## src/rtl/psum_accumulator.sv

```systemverilog
// Per-column signed accumulator for the systolic array, drained through a valid/ready write port.
// Optional macro ACC_SAT_EN: saturating lane and reduction arithmetic with a sticky acc_overflow flag.
module psum_accumulator #(
    parameter int ARR_SIZE    = 4,
    parameter int VERTICAL_BW = 32,
    parameter int ACC_BW      = 32,
    parameter int ADDR_W      = 4,
    parameter int AUTO_CLEAR  = 1
) (
    input  logic                            clk,
    input  logic                            rst,
    input  logic                            acc_clear,
    input  logic                            in_valid,
    input  logic [ARR_SIZE*VERTICAL_BW-1:0] in_psum,
    input  logic                            store_output,
    input  logic                            reduce_mode,
    input  logic [ADDR_W-1:0]               op_buffer_address,
    output logic                            busy,
    output logic [ACC_BW-1:0]               output_data,
    output logic [ADDR_W-1:0]               output_buffer_addr,
    output logic                            output_buffer_enable,
    input  logic                            output_buffer_ready,
    output logic                            acc_overflow
);

    localparam int IDX_W = (ARR_SIZE > 1) ? $clog2(ARR_SIZE) : 1;
    localparam logic [IDX_W-1:0] LAST_IDX = IDX_W'(ARR_SIZE - 1);

    typedef enum logic {IDLE, DRAIN} state_t;

    state_t                   state;
    logic signed [ACC_BW-1:0] lane     [ARR_SIZE];
    logic signed [ACC_BW-1:0] col_ext  [ARR_SIZE];
    logic signed [ACC_BW-1:0] lane_add [ARR_SIZE];
    logic signed [ACC_BW-1:0] lane_nxt [ARR_SIZE];
    logic signed [ACC_BW-1:0] red_sum;
    logic [IDX_W-1:0]         idx;
    logic                     red_q;

`ifdef ACC_SAT_EN
    localparam logic signed [ACC_BW-1:0] ACC_MAX = {1'b0, {(ACC_BW-1){1'b1}}};
    localparam logic signed [ACC_BW-1:0] ACC_MIN = {1'b1, {(ACC_BW-1){1'b0}}};

    logic [ARR_SIZE-1:0] lane_sat;
    logic                red_sat;
    logic [ACC_BW:0]     red_step;
    logic                ovf_q;

    // Returns {saturated, result}; overflow only when both operands share a sign the sum lost.
    function automatic logic [ACC_BW:0] sat_add(input logic signed [ACC_BW-1:0] a,
                                                input logic signed [ACC_BW-1:0] b);
        logic signed [ACC_BW-1:0] s;
        s = a + b;
        if ((a[ACC_BW-1] == b[ACC_BW-1]) && (s[ACC_BW-1] != a[ACC_BW-1]))
            return {1'b1, (a[ACC_BW-1] ? ACC_MIN : ACC_MAX)};
        return {1'b0, s};
    endfunction
`endif

    always_comb begin
        for (int unsigned k = 0; k < ARR_SIZE; k++) begin
            col_ext[k] = ACC_BW'(signed'(in_psum[k*VERTICAL_BW +: VERTICAL_BW]));
`ifdef ACC_SAT_EN
            {lane_sat[k], lane_add[k]} = sat_add(lane[k], col_ext[k]);
`else
            lane_add[k] = lane[k] + col_ext[k];
`endif
            if (acc_clear)
                lane_nxt[k] = '0;
            else if (in_valid)
                lane_nxt[k] = lane_add[k];
            else
                lane_nxt[k] = lane[k];
        end
    end

    // Reduction runs on the post-update lanes so a same-cycle beat or clear is included.
    always_comb begin
        red_sum = '0;
`ifdef ACC_SAT_EN
        red_sat  = 1'b0;
        red_step = '0;
`endif
        for (int unsigned k = 0; k < ARR_SIZE; k++) begin
`ifdef ACC_SAT_EN
            red_step = sat_add(red_sum, lane_nxt[k]);
            red_sat  = red_sat | red_step[ACC_BW];
            red_sum  = red_step[ACC_BW-1:0];
`else
            red_sum = red_sum + lane_nxt[k];
`endif
        end
    end

    always_ff @(posedge clk or negedge rst) begin
        if (!rst) begin
            state                <= IDLE;
            lane                 <= '{default: '0};
            idx                  <= '0;
            red_q                <= 1'b0;
            busy                 <= 1'b0;
            output_data          <= '0;
            output_buffer_addr   <= '0;
            output_buffer_enable <= 1'b0;
`ifdef ACC_SAT_EN
            ovf_q                <= 1'b0;
`endif
        end else begin
            case (state)
                IDLE: begin
                    lane <= lane_nxt;
`ifdef ACC_SAT_EN
                    if (acc_clear)
                        ovf_q <= 1'b0;
                    else if ((in_valid && (|lane_sat)) || (store_output && reduce_mode && red_sat))
                        ovf_q <= 1'b1;
`endif
                    if (store_output) begin
                        red_q                <= reduce_mode;
                        idx                  <= '0;
                        output_buffer_addr   <= op_buffer_address;
                        output_data          <= reduce_mode ? red_sum : lane_nxt[0];
                        output_buffer_enable <= 1'b1;
                        busy                 <= 1'b1;
                        state                <= DRAIN;
                    end
                end
                DRAIN: begin
                    if (output_buffer_enable && output_buffer_ready) begin
                        if (red_q || (idx == LAST_IDX)) begin
                            output_buffer_enable <= 1'b0;
                            busy                 <= 1'b0;
                            state                <= IDLE;
                            if (AUTO_CLEAR != 0)
                                lane <= '{default: '0};
                        end else begin
                            idx                <= idx + IDX_W'(1);
                            output_buffer_addr <= output_buffer_addr + ADDR_W'(1);
                            output_data        <= lane[idx + IDX_W'(1)];
                        end
                    end
                end
                default: state <= IDLE;
            endcase
        end
    end

`ifdef ACC_SAT_EN
    assign acc_overflow = ovf_q;
`else
    assign acc_overflow = 1'b0;
`endif

endmodule

```

## config.mk

```make
export PLATFORM = sky130hd
export DESIGN_NAME = psum_accumulator
export DESIGN_NICKNAME = d
export VERILOG_FILES = /design/src/rtl/psum_accumulator.sv
export SDC_FILE = /design/constraint.sdc
export NUM_CORES = 1
export LEC_CHECK = 0
export BUFFER_PORTS_ARGS = -buffer_cell sky130_fd_sc_hd__buf_2
export CORE_ASPECT_RATIO = 2
export CORE_MARGIN = 2
export CORE_UTILIZATION = 50
export CTS_CLUSTER_DIAMETER = 150
export DETAILED_ROUTE_END_ITERATION = 6
export PLACE_DENSITY = 0.69
export REMOVE_ABC_BUFFERS = 1
export SYNTH_ARGS = -nofsm -noshare
export SYNTH_HDL_FRONTEND = slang
export SYNTH_SLANG_ARGS = --single-unit
```

## constraint.sdc

```tcl
create_clock -name clk -period 17.45 [get_ports clk]
set_input_delay 0.8725 -clock clk [delete_from_list [all_inputs] [get_ports clk]]
set_output_delay 0.8725 -clock clk [all_outputs]
set_load 0.005 [all_outputs]
```

==> results, run 1 <==
- The maximum VDD drop is 0.09955 mV.
- Once layout is complete, the cells apart from fillers number 2705.
- Counting along the longest clock path gives a buffer depth of 2.
- The number of different library cells used by synthesis comes to 85.
- The via-per-instance ratio is 6.233.
- The routability congestion estimate is 0.9653.
- Of the available clock period, the critical path in the final layout requires 0.4449.
- The number of antenna violations at the first check in global routing is 0.
- In the synthesized netlist the async set-or-reset flop fraction comes to 1.000.
- For this block, the initial DRC count from the detailed router was 912.
- The sequential share of the synthesized area is 0.2309.
- Among all stages on the critical path, the largest delay is contributed by sky130_fd_sc_hd__o41ai_1.
- The adder and majority cell fraction of the synthesized area is 0.1794.
- Entering global routing, the biggest net connects 70 pins.
- The core footprint is 36290 µm².
- Counting flops and latches in the post-synthesis netlist gives 169.
- Counting flops with a built-in enable in the synthesized netlist gives 0.
- By instance count, the cell type seen most on the critical path is sky130_fd_sc_hd__fa_1.
- The required time of the critical path is 17.80 ns.
- The share of total power dissipated in the clock network is 0.108.
- Derived from the worst setup path, the maximum achievable clock frequency is 128.8 MHz.
- The first global-routing pass estimated 96240 µm of wire.
- The pre-antenna-repair detailed-routing pass consisted of 5 iterations.
- The max-cap check violation count is 0.
- The setup TNS is 0 ns.
- The complex-gate fraction of the synthesized area came to 0.2255.
- The Yosys step of the flow raised 0 warnings.
- The switching power total is 2000 µW.
- The H-tree was split into 4 levels.
- The cts-stage hold buffer count is 0.
- The mean instance size in the synthesized netlist is 8.644 µm².
- The synthesized netlist occupies a cell area of 18320 µm².
- For flop-to-flop paths, the worst setup slack is 9.76 ns.
- The die span in x is 139.3 µm.
- The TritonCTS clock tree is yes.
- Once detailed placement completed, the half-perimeter wirelength came to 47970 µm.
- The dominant combinational cell family by area after synthesis is compound AO/OA/AOI/OAI gates.
- For the worst-skew pair, the clock arrives at the later sink with an insertion delay of 0.47 ns.
- After filler insertion, the fill cell instance count of the layout stands at 3371.
- The final number of hold-violating endpoints is 0.
- Setup repair after global routing left no endpoint under its margin.
- In the final layout, the multi-input gates occupy 13330 µm².
- For this configuration, the core starts out at a cell density of 0.5047.
- The worst pin sits at a relative slew slack of 0.2789.
- Dividing the detail-routed wire length by the instance count gives 22.96 µm.
- The floorplan step defined a die boundary enclosing 38270 µm².
- The height of the die is 274.7 µm.
- The number of cells produced by synthesis is 2119.
- For the worst setup path, the data arrival time is 8.11 ns.
- The number of diodes added for antenna fixing is 0.
- The DRC violation count after routing is 0.
- STA classifies the critical path startpoint as a primary input.
- The area occupied by registers is 4234 µm².
- For this design the top-level I/O count stands at 178.
- The number of global-route vias before repair is 17.67k.
- The fraction of final layout cells with drive strength greater than 1 is 0.1693.
- The sequential cell fraction of total power is 0.194.
- The number of port buffers is 176.
- The area added between synthesis and finish is 10.39%.
- The kind of end point of the critical path is a flip-flop.
- Of the total power, the share spent switching nets is 0.5011.
- At the pin with the least slew margin, the transition time is 1.079 ns.
- The run finished with clean final reports.
- The total count of max-transition violations in the final report is 0.
- The count of endpoints failing setup in the final report is 0.
- TritonCTS created 17 clock buffers.
- The count of nets left with antenna violations after detail routing is 0.
- After clock tree synthesis, the clock-pin slew on the worst setup and hold paths is 0.08 ns.
- Post-CTS repair changed the size of 0 cells.
- At the end of the flow, the number of nets in the layout was 2600.
- Measured against the total synthesized area, the mux share comes to 0.09967.
- Between clock sinks in the finished design, the worst skew comes to 0.01304 ns.
- The internal power of the cells totals 1991 µW.
- On the worst path, the slowest cell contributes a delay of 0.87 ns.
- In the global route stage, overall resource usage came out at 0.3254.
- The overall overflow remaining after global route is 0.
- The biggest fanout along the worst timing path is 6.
- For this design the static power due to leakage is 0.009919 µW.
- The worst setup path is of the in2reg kind.
- The power per cell area is 197.4 nW/µm².
- The root buffer cell is sky130_fd_sc_hd__clkbuf_16.
- Once placement completed, the tool counted placed cells totaling 2673.
- The path class of the tightest hold or removal check is in2async.
- The overall via count from detail_route is 16.86k.
- The clock net in this run drives a total of 169 sinks.
- The most common flop cell mapped by yosys is sky130_fd_sc_hd__dfrtp_1.
- Once the clock tree was built, the setup fixing pass inserted 0 buffers.
- The routed design has 62100 µm of wire.
- Of the total synthesized cell area, the portion taken by XOR and XNOR cells is 0.06408.
- The post-route minimum period is 7.764 ns.
- Of the total power, combinational logic draws 0.698.
- The total number of placement rows is 99.
- Of the total synthesized cell area, the portion taken by AND, OR, NAND and NOR gates is 0.1580.
==> metal layers <==
layer  wire length, µm  track usage  share of wire
met5                 0            0              0
met4              5696       0.2602          0.092
met3              2288      0.03394          0.037
met2             32750       0.6067           0.53
met1             21360       0.3253           0.34
==> cells by family after synthesis <==
logic type / count (synthesis)
buf+inv: 204
simple gates: 595
fa+ha+maj: 223
compound gates: 651
other cells: 1
mux: 142
xor+xnor: 134
flops: 169
==> power groups by stage <==
stage	registers [µW]	clock network, µW	logic (µW)
global placement	771	0	2700
finish	775	430	2790
detailed placement	776	0	2750
global route	794	448	3080
floorplan	713	0	2010
CTS	771	435	2780
==> per-stage QoR <==
stage               hold WS [ns]  instance area [µm²]  worst slack [ns]    util  power, µW
floorplan                 0.4717                17950             10.60       -       2721
global placement          0.4551                19590             9.385  0.5396       3472
detailed placement        0.4686                19590             9.307  0.5396       3531
CTS                       0.3342                20220             9.733  0.5571       3981
global route              0.3496                20220             9.245  0.5571       4327
finish                    0.3197                20220             9.686  0.5571       3991
==> path summary, 6_finish.rpt <==
kind | from | end | depth (start not counted)
setup / recovery | in_psum[32] | output_data[31] | 31
setup reg to reg | lane[64] | output_data[31] | 30
hold reg to reg | output_data[6] | output_data[6] | 2
hold / removal | rst | output_data[1] | 1
max in group asynchronous | rst | lane[86] | 2
min in group clk | output_data[6] | output_data[6] | 2
==> critical path: cells and delay by family <==
family                     cells  cell delay [ns]
muxes                          2             0.26
adders and majority gates      5             1.81
AOI/OAI and AO/OA             13             3.71
buffers and inverters          3             0.23
and+or+nand+nor                7             0.98
xor gates and xnor gates       1             0.24
==> Yosys cell counts, drive strengths merged, types with 41 or more instances <==
cell | instances | share of area
nor2 | 123 | 0.025
xnor2 | 93 | 0.044
fa | 66 | 0.072
ha | 157 | 0.11
a21o | 83 | 0.034
dfrtp | 169 | 0.23
or2 | 100 | 0.034
a21oi | 163 | 0.045
xor2 | 41 | 0.020
nand2 | 205 | 0.042
o21ai | 198 | 0.054
mux2i | 107 | 0.058
clkbuf | 75 | 0.015
inv | 108 | 0.022
==> state kept, by name, indices dropped and copies added (netlist names) <==
register              count
output_buffer_enable      1
idx                       2
output_buffer_addr        4
output_data              32
lane                    128
state                     1
red_q                     1
==> placed cells by master, fill, tap and decap left out, types with 81 or more instances in the layout <==
master / Yosys / routed
sky130_fd_sc_hd__or2_2: 97 / 97
sky130_fd_sc_hd__ha_1: 157 / 157
sky130_fd_sc_hd__a21o_1: 81 / 81
sky130_fd_sc_hd__a21oi_1: 161 / 161
sky130_fd_sc_hd__o21ai_0: 185 / 185
sky130_fd_sc_hd__inv_1: 108 / 108
sky130_fd_sc_hd__nor2_1: 122 / 120
sky130_fd_sc_hd__mux2i_1: 107 / 107
sky130_fd_sc_hd__nand2_1: 205 / 205
sky130_fd_sc_hd__xnor2_1: 93 / 93
sky130_fd_sc_hd__dfrtp_1: 169 / 167
sky130_fd_sc_hd__buf_2: 1 / 173
==> final cells by class <==
cell class | count | share of cell area
timing repair buffer | 196 | 0.05173
clock buffer | 18 | 0.02172
multi-input combinational | 1746 | 0.6593
sequential | 169 | 0.2094
tap | 454 | 0.02809
clock inverter | 14 | 0.009653
inverter | 108 | 0.02005
Power figures use the tool's default switching activity.
==> run 2, diff against run 1 <==
--- a/config.mk
+++ b/config.mk
@@ -11,7 +11,7 @@
 export CORE_UTILIZATION = 50
 export CTS_CLUSTER_DIAMETER = 150
 export DETAILED_ROUTE_END_ITERATION = 6
-export PLACE_DENSITY = 0.69
+export PLACE_DENSITY = 0.72
 export REMOVE_ABC_BUFFERS = 1
 export SYNTH_ARGS = -nofsm -noshare
 export SYNTH_HDL_FRONTEND = slang
==> constraint.sdc (replaced) <==
create_clock -name clk -period 6.8 [get_ports clk]
set_input_delay 0.34 -clock clk [delete_from_list [all_inputs] [get_ports clk]]
set_output_delay 0.34 -clock clk [all_outputs]
set_load 0.005 [all_outputs]
==> run 2 against run 1 <==
Effect of this change:
- the flow now finishes with violations (setup timing)
- via count increased by 5.1%
- routed wire length increased by 4.3%
- sequential power increased to 2.6 times the previous value
- flip-flop and latch count unchanged
- count of clock-buffer cells in the layout increased by 1
- combinational power increased to 2.9 times the previous value
- clock skew increased by 0.0048 ns
- critical path depth decreased by 4
- register-to-register slack got worse by 10 ns
- clock power increased by 150%
- critical path type is now reg2reg
==> results, run 2 (synthesis gave the netlist of run 1 again) <==
- The data arrival time of the critical path came to 7.35 ns (was 8.11 ns).
- The overall via count from detail_route is 17.72k (was 16.86k).
- The filler cell count in the final layout is 3207 (was 3371).
- The TritonCTS clock tree is yes (unchanged).
- Outcome: finished with violations (was finished, final reports clean).
- The count of nets left with antenna violations after detail routing is 0 (unchanged).
- The slack of the worst reg-to-reg path came to -0.20 ns (was 9.76 ns).
- The most common cell after layout, fill and taps aside is sky130_fd_sc_hd__nand2_1 (unchanged).
- Static timing analysis puts the maximum clock frequency at 142.9 MHz.
- The number of antenna violations at the first check in global routing is 0 (unchanged).
- Commonest non-fill, non-tap cells in the layout: sky130_fd_sc_hd__nand2_1, sky130_fd_sc_hd__o21ai_0, sky130_fd_sc_hd__buf_2 (unchanged).
- The count of endpoints failing setup in the final report is 1 (was 0).
- The sequential cell fraction of total power is 0.177 (was 0.194).
- The total clock sinks is 169 (unchanged).
- The number of cells on the worst reg-to-reg path is 27 (was 30).
- The class of the tightest hold or removal check is in2reg (was in2async).
- The routability congestion estimate is 0.9932 (was 0.9653).
- The via-per-instance ratio is 6.274 (was 6.233).
- The detailed-router iteration count before antenna repair was 5 (unchanged).
- The routed length per instance is 22.93 µm (was 22.96 µm).
- The power share of the clock group is 0.096 (was 0.108).
- The critical path startpoint category is a flip-flop (was primary input).
- The worst slew margin relative to its limit came to 0.2305 (was 0.2789).
- Of the available clock period, the critical path in the final layout requires 1.029.
- The number of levels the H-tree was split into came to 4 (unchanged).
- The area taken by multi-input logic gates is 13620 µm² (was 13330 µm²).
- The fraction of final layout cells with drive strength greater than 1 came to 0.2295 (was 0.1693).
- The fraction of power spent switching nets is 0.4883 (was 0.5011).
- The total count of max-transition violations in the final report came to 0 (unchanged).
- The total I/O pin count is 178 (unchanged).
- The final hold slack is 0.1022 ns (was 0.3197 ns).
- The die footprint was 38270 µm² (unchanged).
- The overall overflow remaining after global route is 0 (unchanged).
- The height of the die was 274.7 µm (unchanged).
- The timing startpoint of the critical path is lane[32] (was in_psum[32]).
- The die span in x is 139.3 µm (unchanged).
- The total placed instance area was 20350 µm² (was 19590 µm²).
- The maximum buffer depth of the clock tree is 2 (unchanged).
- The final number of hold-violating endpoints came to 0 (unchanged).
- The kind of end point of the critical path is a flip-flop (unchanged).
- The design area is 21400 µm² (was 20220 µm²).
- The required time of the critical path is 7.15 ns (was 17.80 ns).
- The launch point of the worst reg-to-reg path is lane[32] (was lane[64]).
- The static leakage is 0.01055 µW (was 0.009919 µW).
- The cell count after placement is 2773 (was 2673).
- The wire length of the first global-routing pass is 99390 µm (was 96240 µm).
- The critical path start-end classification is reg2reg (was in2reg).
- The switching power total is 5471 µW (was 2000 µW).
- The destination of the worst register-to-register timing path was output_data[31] (unchanged).
- The final worst setup slack is -0.1988 ns (was 9.686 ns).
- The worst setup skew after layout is 0.01783 ns (was 0.01304 ns).
- The total number of placement rows came to 99 (unchanged).
- The final HPWL from detailed placement came to 49010 µm (was 47970 µm).
- The clock transition at the registers of the reported paths is 0.08 ns (about the same).
- The final reports fail on setup timing.
- The number of global-route vias before repair is 18.31k (was 17.67k).
- The maximum VDD drop is 0.3061 mV (was 0.09955 mV).
- The area occupied by registers was 4234 µm² (unchanged).
- The root buffer cell was sky130_fd_sc_hd__clkbuf_16 (unchanged).
- The violation count after the first detailed-route iteration is 1221 (was 912).
- The DRC violation count after routing came to 0 (unchanged).
- The share of the core filled with cells in the final layout was 0.5896 (was 0.5571).
- The power share of the combinational group is 0.728 (was 0.698).
- The maximum number of pins on one net before global-route repair was 90 (was 70).
- The number of standard cells in the layout, taps in and fillers out is 2824 (was 2705).
- The timing endpoint of the critical path is output_data[31] (unchanged).
- The biggest fanout along the worst timing path is 3 (was 6).
- The power per cell area is 523.5 nW/µm² (was 197.4 nW/µm²).
- The cell internal power dissipation is 5732 µW (was 1991 µW).
- The number of buffers created by CTS came to 17 (unchanged).
- The effective utilization at floorplan is 0.5047 (unchanged).
- The overall routed net length is 64760 µm (was 62100 µm).
- RSZ-0062 raised after global routing: yes (was no).
- The insertion delay to the later sink of the worst-skew pair was 0.48 ns (was 0.47 ns).
- The number of flip-flops in the largest register is 128 (unchanged).
- The slew at the pin closest to its max-slew limit is 1.154 ns (was 1.079 ns).
- The number of diodes added for antenna fixing is 0 (unchanged).
- The register name with the most flops is lane (unchanged).
- The max-cap check violation count is 0 (unchanged).
- The total global-route track usage is 0.3378 (was 0.3254).
- The area added between synthesis and finish came to 16.82% (was 10.39%).
- The number of port buffers was 176 (unchanged).
- The final net count is 2719 (was 2600).
- Biggest regs: lane (128), output_data (32), output_buffer_addr (4) (unchanged).
- The post-route minimum period is 6.999 ns.
- The core footprint came to 36290 µm² (unchanged).
## run 2: how the worst min path moves through the flow
stage / start / to / slack, ns / depth (start not counted)
5_1_grt: op_buffer_address[2] / output_buffer_addr[2] / 0.1 / 2
2_1_floorplan: rst / idx[0] / 0.04 / 0
3_5_place_dp: rst / lane[51] / 0.31 / 1
6_report: op_buffer_address[2] / output_buffer_addr[2] / 0.10 / 2
3_3_place_gp: rst / lane[51] / 0.31 / 1
4_1_cts: op_buffer_address[2] / output_buffer_addr[2] / 0.08 / 2
## run 2: critical path, stage by stage, from the launching register on
cell                       delay (ns)
sky130_fd_sc_hd__dfrtp_1         0.39
sky130_fd_sc_hd__ha_2            0.20
sky130_fd_sc_hd__fa_2            0.38
sky130_fd_sc_hd__a21o_1          0.19
sky130_fd_sc_hd__a21o_1          0.24
sky130_fd_sc_hd__a21oi_2         0.23
sky130_fd_sc_hd__o21ai_2         0.12
sky130_fd_sc_hd__a211o_1         0.29
sky130_fd_sc_hd__a221o_2         0.38
sky130_fd_sc_hd__a311o_1         0.39
sky130_fd_sc_hd__o31a_1          0.37
sky130_fd_sc_hd__a41o_1          0.25
sky130_fd_sc_hd__o41ai_2         0.24
sky130_fd_sc_hd__xnor2_1         0.17
sky130_fd_sc_hd__mux2i_1         0.09
sky130_fd_sc_hd__or2_1           0.24
sky130_fd_sc_hd__fa_1            0.49
sky130_fd_sc_hd__fa_1            0.52
sky130_fd_sc_hd__inv_1           0.04
sky130_fd_sc_hd__ha_1            0.29
sky130_fd_sc_hd__and2_1          0.15
sky130_fd_sc_hd__o21ai_1         0.17
sky130_fd_sc_hd__o311ai_2        0.14
sky130_fd_sc_hd__a211o_1         0.28
sky130_fd_sc_hd__nor3_2          0.15
sky130_fd_sc_hd__and3b_1         0.22
sky130_fd_sc_hd__mux2i_1         0.17
sky130_fd_sc_hd__nand3_1         0.09
## run 2: power groups by stage
stage          Combinational, µW  Clock, µW  Sequential (µW)
6_report                    8150       1070             1980
5_1_grt                     8920       1120             2020
4_1_cts                     7850       1090             1960
3_5_place_dp                7680          0             1970
3_3_place_gp                7500          0             1960
2_1_floorplan               5150          0             1830
## run 2: cell type report
type,instances,area share
inverters,108,0.01895
well taps,454,0.02655
multi-input cells,1746,0.6366
clock buffers,19,0.02070
repair buffers,315,0.09151
flip-flops and latches,169,0.1979
clock inverters,13,0.007835
## run 2: per-layer routing
metal | vias up | part of all wire | track usage
met5 | - | 0 | 0
met4 | 0 | 0.10 | 0.2900
met3 | 299 | 0.046 | 0.04178
met2 | 732 | 0.52 | 0.6134
met1 | 8614 | 0.34 | 0.3393
li1 | 8072 | - | -
## run 2: stage by stage
| step | setup slack, ns | total power [µW] | TNS, ns |
|---|---|---|---|
| global placement | -0.7007 | 9453 | -2.131 |
| floorplan | -0.01698 | 6983 | -0.5265 |
| CTS | -0.07345 | 10890 | -0.07345 |
| finish | -0.1988 | 11200 | -0.1988 |
| detailed placement | -0.7673 | 9650 | -2.505 |
| global route | -0.4109 | 12060 | -0.6462 |
## run 2: timing repair
item | in CTS | in global routing
gates resized for setup | 27 | 39
hold buffers | 1 | 0
setup buffers | 12 | 6
gates cloned | 0 | 0
endpoints found under the hold margin | 46 | 0
pin swaps | 15 | 25
setup endpoints to repair | 7 | 14
==> run 3, diff against run 2 <==
--- a/config.mk
+++ b/config.mk
@@ -8,10 +8,10 @@
 export BUFFER_PORTS_ARGS = -buffer_cell sky130_fd_sc_hd__buf_2
 export CORE_ASPECT_RATIO = 2
 export CORE_MARGIN = 2
-export CORE_UTILIZATION = 50
+export CORE_UTILIZATION = 45
 export CTS_CLUSTER_DIAMETER = 150
 export DETAILED_ROUTE_END_ITERATION = 6
-export PLACE_DENSITY = 0.72
+export PLACE_DENSITY = 0.66
 export REMOVE_ABC_BUFFERS = 1
 export SYNTH_ARGS = -nofsm -noshare
 export SYNTH_HDL_FRONTEND = slang
==> constraint.sdc (replaced) <==
create_clock -name clk -period 6.8 [get_ports clk]
set_input_delay 0 -clock clk [delete_from_list [all_inputs] [get_ports clk]]
set_output_delay 0 -clock clk [all_outputs]
set_load 0.005 [all_outputs]
==> run 3 against run 2 <==
Effect of this change:
- the run still ends with setup timing left
- first-iteration DRC count down 17%
- total power down 0.53%
- design area is 0.36% higher
- critical endpoint unchanged
- sequential power barely moved
- largest power group unchanged
- die area grew 11%
- flip-flop and latch count did not move
- critical path type unchanged
==> results, run 3 (synthesis gave the netlist of run 1 again) <==
- The cell internal power dissipation is 5682 µW (was 5732 µW).
- The category of cells accounting for the largest share of critical-path delay is compound AO/OA/AOI/OAI gates (unchanged).
- The critical path's largest stage delay is 0.55 ns (was 0.52 ns).
- The final number of hold-violating endpoints is 0 (unchanged).
- The slack of the worst reg-to-reg path is -0.11 ns (was -0.20 ns).
- The insertion delay to the later sink of the worst-skew pair is 0.47 ns (was 0.48 ns).
- The effective utilization at floorplan came to 0.4555 (was 0.5047).
- The overall routed net length is 65010 µm (was 64760 µm).
- The biggest fanout along the worst timing path is 3 (unchanged).
- The overall via count from detail_route is 17.32k (was 17.72k).
- The maximum number of pins on one net before global-route repair came to 116 (was 90).
- The total power draw came to 11140 µW (was 11200 µW).
- Violations in the final reports: setup timing (unchanged).
- The maximum VDD drop is 0.2390 mV (was 0.3061 mV).
- The area occupied by registers is 4234 µm² (unchanged).
- The number of antenna violations at the first check in global routing is 0 (unchanged).
- The post-route minimum period is 6.914 ns (was 6.999 ns).
- The most common cell after layout, fill and taps aside is sky130_fd_sc_hd__nand2_1 (unchanged).
- The filler cell count in the final layout is 3789 (was 3207).
- The total global-route track usage is 0.3065 (was 0.3378).
- The height of the die came to 289.3 µm (was 274.7 µm).
- The number of buffer and inverter instances along the worst setup path was 1 (unchanged).
- The total count of max-transition violations in the final report was 0 (unchanged).
- The critical path start-end classification is reg2reg (unchanged).
- The overall overflow remaining after global route is 0 (unchanged).
- The kind of end point of the critical path is a flip-flop (unchanged).
- The power share of the clock group is 0.092 (was 0.096).
- The static leakage was 0.01052 µW (was 0.01055 µW).
- The via-per-instance ratio is 5.972 (was 6.274).
- The register name with the most flops is lane (unchanged).
- The violation count after the first detailed-route iteration is 1010 (was 1221).
- The wire length of the first global-routing pass was 99020 µm (was 99390 µm).
- The power per cell area is 518.9 nW/µm² (was 523.5 nW/µm²).
- The highest clock frequency the design can meet is 144.6 MHz (was 142.9 MHz).
- The core footprint is 40210 µm² (was 36290 µm²).
- The root buffer cell is sky130_fd_sc_hd__clkbuf_16 (unchanged).
- The TritonCTS clock tree was yes (unchanged).
- Outcome: finished with violations (unchanged).
- The area added between synthesis and finish was 17.25% (was 16.82%).
- The number of buffers created by CTS was 17 (unchanged).
- The max-cap check violation count is 0 (unchanged).
- The cell type of the slowest stage on the worst timing path was sky130_fd_sc_hd__or4_4 (was sky130_fd_sc_hd__fa_1).
- The fraction of final layout cells with drive strength greater than 1 is 0.2295 (unchanged).
- The data arrival time of the critical path is 7.26 ns (was 7.35 ns).
- The final worst setup slack was -0.1141 ns (was -0.1988 ns).
- The number of diodes added for antenna fixing came to 0 (unchanged).
- The power share of the combinational group is 0.729 (was 0.728).
- The final net count is 2719 (unchanged).
- The die span in x came to 146.7 µm (was 139.3 µm).
- The number of flip-flops in the largest register came to 128 (unchanged).
- The routed length per instance was 22.42 µm (was 22.93 µm).
- The detailed-router iteration count before antenna repair is 5 (unchanged).
- The class of the tightest hold or removal check is in2reg (unchanged).
- The total number of placement rows is 104 (was 99).
- The critical path startpoint category is a flip-flop (unchanged).
- The ratio of final minimum period to clock period came to 1.017 (was 1.029).
- The worst setup skew after layout is 0.01520 ns (was 0.01783 ns).
- The number of port buffers is 176 (unchanged).
- The area taken by multi-input logic gates is 13610 µm² (was 13620 µm²).
- The routability congestion estimate came to 0.9479 (was 0.9932).
- The die footprint is 42430 µm² (was 38270 µm²).
- Commonest non-fill, non-tap cells in the layout: sky130_fd_sc_hd__nand2_1, sky130_fd_sc_hd__o21ai_0, sky130_fd_sc_hd__buf_2 (unchanged).
- The number of global-route vias before repair is 17.90k (was 18.31k).
- The sequential cell fraction of total power is 0.179 (was 0.177).
- RSZ-0062 raised after global routing: yes (unchanged).
- The required time of the critical path came to 7.15 ns (about the same).
- The fraction of power spent switching nets came to 0.4901 (was 0.4883).
- The final HPWL from detailed placement is 50200 µm (was 49010 µm).
- The count of nets left with antenna violations after detail routing is 0 (unchanged).
- The switching power total was 5462 µW (was 5471 µW).
- The number of levels the H-tree was split into is 4 (unchanged).
- The worst slew margin relative to its limit is 0.2901 (was 0.2305).
- The clock transition at the registers of the reported paths is 0.07 ns (was 0.08 ns).
- The slew at the pin closest to its max-slew limit is 1.062 ns (was 1.154 ns).
- The maximum buffer depth of the clock tree is 2 (unchanged).
- The final hold slack is 0.02964 ns (was 0.1022 ns).
- Biggest regs: lane (128), output_data (32), output_buffer_addr (4) (unchanged).
- The total clock sinks is 169 (unchanged).
- The total I/O pin count is 178 (unchanged).
- The DRC violation count after routing came to 0 (unchanged).
- The count of endpoints failing setup in the final report is 1 (unchanged).
==> run 3: cell count changes in the layout (fill, tap and decap cells not counted), sizes merged <==
cell         before  now
buf             314  308
dlygate4sd3       1    7
clkinv            5    0
clkinvlp          2    5
bufinv            3    1
clkbuf           19   21
inv             111  113
==> run 3: repair_timing <==
action                     CTS  global route
setup endpoints to repair    7            11
hold endpoints to repair    59             0
hold buffers                 7             0
resized for setup           15            53
pin swaps                    6            25
buffers inserted             1             8
==> run 3: power groups by stage <==
stage | registers, µW | logic (µW) | clock network, µW
after floorplan | 1830 | 5150 | 0
after global placement | 1980 | 7560 | 0
after detailed placement | 2000 | 7740 | 0
after CTS | 1980 | 7830 | 1040
after global routing | 2040 | 8940 | 1070
final | 2000 | 8120 | 1030
==> run 3: routing by layer <==
| metal | vias up | track usage | wire [µm] |
|---|---|---|---|
| met2 | 620 | 0.5809 | 34650 |
| met1 | 8396 | 0.3033 | 21990 |
| met5 | - | 0 | 0 |
| met3 | 242 | 0.03528 | 2668 |
| met4 | 0 | 0.2301 | 5708 |
| li1 | 8061 | - | - |
==> run 3: path summary, 6_finish.rpt <==
| path | from | to | depth (start not counted) |
|---|---|---|---|
| max in group asynchronous | rst | lane[81] | 3 |
| worst max-delay path | lane[32] | output_data[31] | 26 |
| min in group asynchronous | rst | output_data[1] | 2 |
| worst max register to register | lane[32] | output_data[31] | 26 |
| worst min-delay path | acc_clear | lane[1] | 3 |
| worst min register to register | output_data[6] | output_data[6] | 2 |
==> run 3: cell type report <==
cell class / count / share of cell area
well taps: 530 / 0.03088
clock inverters: 11 / 0.005185
repair buffers: 315 / 0.09246
flip-flops and latches: 169 / 0.1972
multi-input cells: 1746 / 0.6335
clock buffers: 21 / 0.02191
inverters: 108 / 0.01888
==> run 3: metrics by stage <==
stage                     worst slack [ns]  setup TNS (ns)  cells  cell area (µm²)  utilization
after floorplan                   -0.01698         -0.5265   2023            17950            -
after global placement             -0.4297          -1.549   2852            20480       0.5094
after detailed placement           -0.5620          -2.280   2852            20480       0.5094
after CTS                          -0.1158         -0.1158   2892            21190       0.5269
after global routing               -0.3659         -0.6172   2900            21480       0.5341
final                              -0.1141         -0.1141   2900            21480       0.5341
==> run 3: worst reg2reg max path, stage by stage (launching register included) <==
cell	delay [ns]
sky130_fd_sc_hd__dfrtp_1	0.39
sky130_fd_sc_hd__ha_2	0.19
sky130_fd_sc_hd__fa_2	0.37
sky130_fd_sc_hd__a21o_1	0.19
sky130_fd_sc_hd__a21o_1	0.24
sky130_fd_sc_hd__a21oi_2	0.24
sky130_fd_sc_hd__o21ai_2	0.13
sky130_fd_sc_hd__a211o_1	0.31
sky130_fd_sc_hd__a221o_2	0.38
sky130_fd_sc_hd__a311o_1	0.40
sky130_fd_sc_hd__o31a_1	0.30
sky130_fd_sc_hd__a41o_1	0.26
sky130_fd_sc_hd__o41ai_2	0.32
sky130_fd_sc_hd__xnor2_1	0.19
sky130_fd_sc_hd__mux2i_1	0.11
sky130_fd_sc_hd__or2_1	0.25
sky130_fd_sc_hd__fa_1	0.46
sky130_fd_sc_hd__fa_1	0.53
sky130_fd_sc_hd__inv_2	0.05
sky130_fd_sc_hd__ha_4	0.15
sky130_fd_sc_hd__or4_4	0.55
sky130_fd_sc_hd__o311ai_4	0.08
sky130_fd_sc_hd__a211o_1	0.16
sky130_fd_sc_hd__nor3_2	0.04
sky130_fd_sc_hd__and3b_1	0.24
sky130_fd_sc_hd__mux2i_1	0.19
sky130_fd_sc_hd__nand3_1	0.09
